--- src/rtl/seq_det_pkg.sv ---
// Shared constants and helpers for the serial pattern detector.
package seq_det_pkg;

    localparam logic MODE_OVERLAP    = 1'b1;
    localparam logic MODE_NONOVERLAP = 1'b0;

    localparam int unsigned DEFAULT_PAT_W = 4;
    localparam int unsigned DEFAULT_CNT_W = 8;

    // The fill counter must be able to hold the value PAT_W itself.
    function automatic int unsigned fill_width(input int unsigned pat_w);
        return $clog2(pat_w + 1);
    endfunction

endpackage

--- src/rtl/sat_counter.sv ---
// Saturating event counter with a sticky saturation flag; clear beats increment.
module sat_counter #(
    parameter int unsigned W = 8
) (
    input  logic         clk,
    input  logic         reset,
    input  logic         inc,
    input  logic         clr,
    output logic [W-1:0] count,
    output logic         sat
);

    localparam logic [W-1:0] MAX = {W{1'b1}};

    logic [W-1:0] count_q;
    logic         sat_q;

    always_ff @(posedge clk) begin
        if (reset || clr) begin
            count_q <= '0;
            sat_q   <= 1'b0;
        end else if (inc && (count_q != MAX)) begin
            count_q <= count_q + W'(1);
            if (count_q == MAX - W'(1)) begin
                sat_q <= 1'b1;
            end
        end
    end

    assign count = count_q;
    assign sat   = sat_q;

endmodule

--- src/rtl/seq_pattern_detector.sv ---
// Runtime-loadable serial pattern detector with overlapping/non-overlapping
// matching and a saturating match counter.
module seq_pattern_detector
    import seq_det_pkg::*;
#(
    parameter int unsigned      PAT_W         = DEFAULT_PAT_W,
    parameter int unsigned      CNT_W         = DEFAULT_CNT_W,
    parameter logic [PAT_W-1:0] RESET_PAT     = {PAT_W{1'b1}},
    parameter logic             RESET_OVERLAP = MODE_OVERLAP
) (
    input  logic             clk,
    input  logic             reset,
    input  logic             din,
    input  logic             din_valid,
    input  logic             load,
    input  logic [PAT_W-1:0] pattern,
    input  logic             overlap,
    input  logic             count_clr,
    output logic             y,
    output logic [CNT_W-1:0] match_count,
    output logic             cnt_sat
);

    localparam int unsigned       FILL_W = fill_width(PAT_W);
    localparam logic [FILL_W-1:0] FULL   = FILL_W'(PAT_W);

    logic [PAT_W-1:0]  pat_q, pat_d;
    logic              mode_q, mode_d;
    logic [PAT_W-1:0]  hist_q, hist_d;
    logic [FILL_W-1:0] fill_q, fill_d;
    logic              y_q, y_d;

    logic [PAT_W-1:0]  win;
    logic [FILL_W-1:0] fill_n;
    logic              match;

    always_ff @(posedge clk) begin
        if (reset) begin
            pat_q  <= RESET_PAT;
            mode_q <= RESET_OVERLAP;
            hist_q <= '0;
            fill_q <= '0;
            y_q    <= 1'b0;
        end else begin
            pat_q  <= pat_d;
            mode_q <= mode_d;
            hist_q <= hist_d;
            fill_q <= fill_d;
            y_q    <= y_d;
        end
    end

    assign win    = {hist_q[PAT_W-2:0], din};
    assign fill_n = (fill_q == FULL) ? FULL : fill_q + FILL_W'(1);

    // fill_q is the EMPTY/FILLING/ARMED state; load wins over din_valid.
    always_comb begin
        pat_d  = pat_q;
        mode_d = mode_q;
        hist_d = hist_q;
        fill_d = fill_q;
        y_d    = 1'b0;
        match  = 1'b0;
        if (load) begin
            pat_d  = pattern;
            mode_d = overlap;
            fill_d = '0;
        end else if (din_valid) begin
            hist_d = win;
            if ((fill_n == FULL) && (win == pat_q)) begin
                match  = 1'b1;
                y_d    = 1'b1;
                // Non-overlapping: stale history stays in hist but is ignored until refilled.
                fill_d = (mode_q == MODE_OVERLAP) ? FULL : '0;
            end else begin
                fill_d = fill_n;
            end
        end
    end

    sat_counter #(
        .W(CNT_W)
    ) u_sat_counter (
        .clk  (clk),
        .reset(reset),
        .inc  (match),
        .clr  (count_clr),
        .count(match_count),
        .sat  (cnt_sat)
    );

    assign y = y_q;

endmodule

--- config.mk ---
export PLATFORM = sky130hd
export DESIGN_NAME = seq_pattern_detector
export DESIGN_NICKNAME = d
export VERILOG_FILES = /design/src/rtl/seq_det_pkg.sv /design/src/rtl/sat_counter.sv /design/src/rtl/seq_pattern_detector.sv
export SDC_FILE = /design/constraint.sdc
export NUM_CORES = 1
export LEC_CHECK = 0
export CAP_MARGIN = 20
export CORE_UTILIZATION = 35
export DETAILED_ROUTE_END_ITERATION = 6
export PLACE_DENSITY = 0.71
export SLEW_MARGIN = 20
export SYNTH_ARGS = -nofsm -noshare
export SYNTH_HDL_FRONTEND = slang
export SYNTH_HIERARCHICAL = 1
export SYNTH_SLANG_ARGS = --single-unit
--- constraint.sdc ---
create_clock -name clk -period 2 [get_ports clk]
set_input_delay 0.4 -clock clk [delete_from_list [all_inputs] [get_ports clk]]
set_output_delay 0.4 -clock clk [all_outputs]
set_load 0.02 [all_outputs]
==> run summary <==
Netlist cell types - 36
Largest net degree at the start of global routing - 14
Later-pin clock latency in the skew report - 0.31 ns
Synth top area cells - dfxtp_1 41%, mux2i_1 7.9%, ha_1 4.9%
Post-layout util - 50.6%
WL met3 - 117 um
Antenna violations before repair - 0
Peak Freq - 0.492 GHz
Final Max Tran Viols - 0
Global-route wire length before repair - 3710 um
Final #Nets - 157
Slowest Stage Delay on Critical Path - 0.42 ns
Hold path endpoint - u_sat_counter/sat
Post-synthesis sequential area ratio - 41.4%
Core area - 2760 sq um
Max layer used - met4
Hold Startpoint - u_sat_counter/sat
Metal-1 WL - 959 um
Sw Share - 23.6%
Combinational Power Share - 11.3%
Die area - 3120 sq um
FP Rows - 19
Async SR Flop Fraction - 0%
Top cell type's share of synthesized area - 41.4%
Pwr/cell area - 520 nW/um^2
Clock power frac - 28.9%
Worst Skew - 0.00466 ns
Sw power - 171 uW
Status - finished with violations
WL/cell - 13.2 um
Synth Instances - 107
Mapped Avg Cell Area - 9.48 sq um
Clock buffer depth - 2
EDFF count, synth - 0
Arr. time, crit path - 2.25 ns
Die span in y - 55.8 um
Cell depth of the worst hold path - 1
Total GRT Usage - 15.2%
WL met2 - 1140 um
Top-count cell post-synth - dfxtp_1
RSZ-0062 raised after global routing - true
Post-route setup TNS - -0.0340 ns
Slew of the pin with the lowest slew margin - 0.528 ns
Crit Path Category - reg -> reg
Post-Place Worst Slack - -0.482 ns
Drt pass-1 iters - 4
R2R depth - 9
Dominant synthesized flop cell - dfxtp_1
Worst R2R Start - fill_q[0]
Antenna cells - 0
H-Tree Depth - 1
Cell Count, Final, Fillers Out - 172
Final hold viol count - 0
Post-DP HPWL - 1690 um
Hold WS - 0.497 ns
Initial drt markers - 6
CTS tree - yes
Grt ovf - 0
Clock Pin Slew Worst Setup and Hold Paths - 0.12 ns
Synthesized area - 1010 sq um
Vias - 937
Internal power - 555 uW
Layout fillers - 271
Min cycle time layout - 2.03 ns
Post-route cell area - 1400 sq um
CTS Buf Count - 3
Failing checks - negative setup slack
CP Capture Type - register
VDD IR max - 0.000365 V
Clock sink count - 21
Final Setup Violations - 1
Post-route ant nets - 0
Buffers on Ports - 20
Leak - 0.522 nW
Vias in the first global route - 886
Yosys reg bits - 21
Max_slew headroom - 64.7%
Final Cycle Share - 102%
Layout cells sized above 1 - 20.6%
Initial core utilization - 36.8%
Clock root cell - clkbuf_4
Design Power - 726 uW
Sequential power share - 59.8%
IO Count - 21
Max-cap violations - 0
Worst-path fanout max - 2
Final WL - 2270 um
Crit path cell chain - inv_2, ha_4, a21o_1, nand2_1, or3_4, nor2_4, nand3_2, or4_1, o211a_1
Area Growth Syn to Fin - 37.6%
DP Cell Count - 167
Synthesis Warnings - 6
Critical Path RT - 2.21 ns
Cell taking the most area after synthesis - dfxtp_1
CP startpoint kind - register
Worst hold path class - reg -> reg
Flop-to-flop setup slack - -0.03 ns
RR Endpoint - u_sat_counter/count[7]
GP Congestion - 0.791
Post-Syn Nets - 122
Critical path's slowest cell - or4_1
Post-route setup slack - -0.0340 ns
Commonest cells post-synth - 21 x dfxtp_1, 8 x mux2i_1, 8 x nand2_1, 6 x nor2_1
Die W - 55.8 um
Placed cell areas - 1340 sq um
Avg Vias per Cell - 5.45
Drt drc - 0
==> worst max-delay path, delay by kind of cell, from the launching register on <==
| kind | cells | cell delay, ns |
|---|---|---|
| simple gates | 5 | 1.03 |
| buf+inv | 1 | 0.07 |
| fa+ha+maj | 1 | 0.13 |
| flops | 1 | 0.35 |
| compound gates | 2 | 0.35 |
==> what timing repair did <==
action | CTS | global route
buffers inserted | 1 | 0
pin swaps | 2 | 3
resized for setup | 3 | 4
hold buffers | 0 | 0
setup endpoints to repair | 4 | 5
==> power groups by stage <==
stage | clock, mW | sequential, mW | combinational, mW
after floorplan | 0 | 0.442 | 0.0393
after global placement | 0 | 0.443 | 0.0762
after detailed placement | 0 | 0.443 | 0.0791
after CTS | 0.219 | 0.434 | 0.0800
after global routing | 0.233 | 0.436 | 0.0900
final | 0.210 | 0.434 | 0.0822
==> registers in the layout, indices dropped and copies added (netlist names) <==
register	flops
u_sat_counter/sat	1
pat_q	4
y	1
mode_q	1
hist_q	3
fill_q	3
u_sat_counter/count	8
==> area by class of cell <==
cell class / instances / area (sq um) / share of cell area, %
clock buffer: 4 / 26.3 / 1.88
inverter: 4 / 15.0 / 1.08
tap: 31 / 38.8 / 2.78
timing repair buffer: 32 / 289 / 20.7
multi-input combinational: 80 / 604 / 43.3
sequential: 21 / 423 / 30.3
==> worst max path at each step <==
| stage | start | to | slack, ns | depth (start not counted) |
|---|---|---|---|---|
| floorplan | fill_q[0] | u_sat_counter/count[7] | -0.03 | 9 |
| global placement | din | u_sat_counter/count[7] | -0.39 | 8 |
| detailed placement | din | u_sat_counter/count[7] | -0.48 | 8 |
| CTS | fill_q[0] | u_sat_counter/count[7] | -0.08 | 9 |
| global route | fill_q[0] | u_sat_counter/count[7] | -0.1 | 9 |
| finish | fill_q[0] | u_sat_counter/count[7] | -0.03 | 9 |
==> layout by cell type, fill, tap and decap left out, types with 4 or more instances in the layout <==
| cell | n |
|---|---|
| nand2_1 | 8 |
| mux2i_1 | 8 |
| xnor2_1 | 4 |
| buf_4 | 12 |
| nor2_1 | 5 |
| nor2b_1 | 5 |
| dfxtp_1 | 19 |
| clkdlybuf4s50_1 | 19 |
| a211o_1 | 5 |
| nand3_1 | 4 |
==> metal layers <==
layer,vias to the layer above,GRT usage [%]
met5,-,0
met4,0,6.27
met3,6,4.88
met2,29,26.7
met1,435,16.8
li1,467,-
==> logic make-up after synthesis <==
group                    after synthesis  share of synthesized area, %
AO/OA/AOI/OAI                         21                          14.8
flip-flops                            21                          41.4
adder cells (fa/ha/maj)                4                          4.93
XOR/XNOR                               4                          3.45
AND/OR/NAND/NOR                       43                          25.3
multiplexers                           8                          7.89
buffers and inverters                  6                          2.22
(Power assumes the default switching activity.)
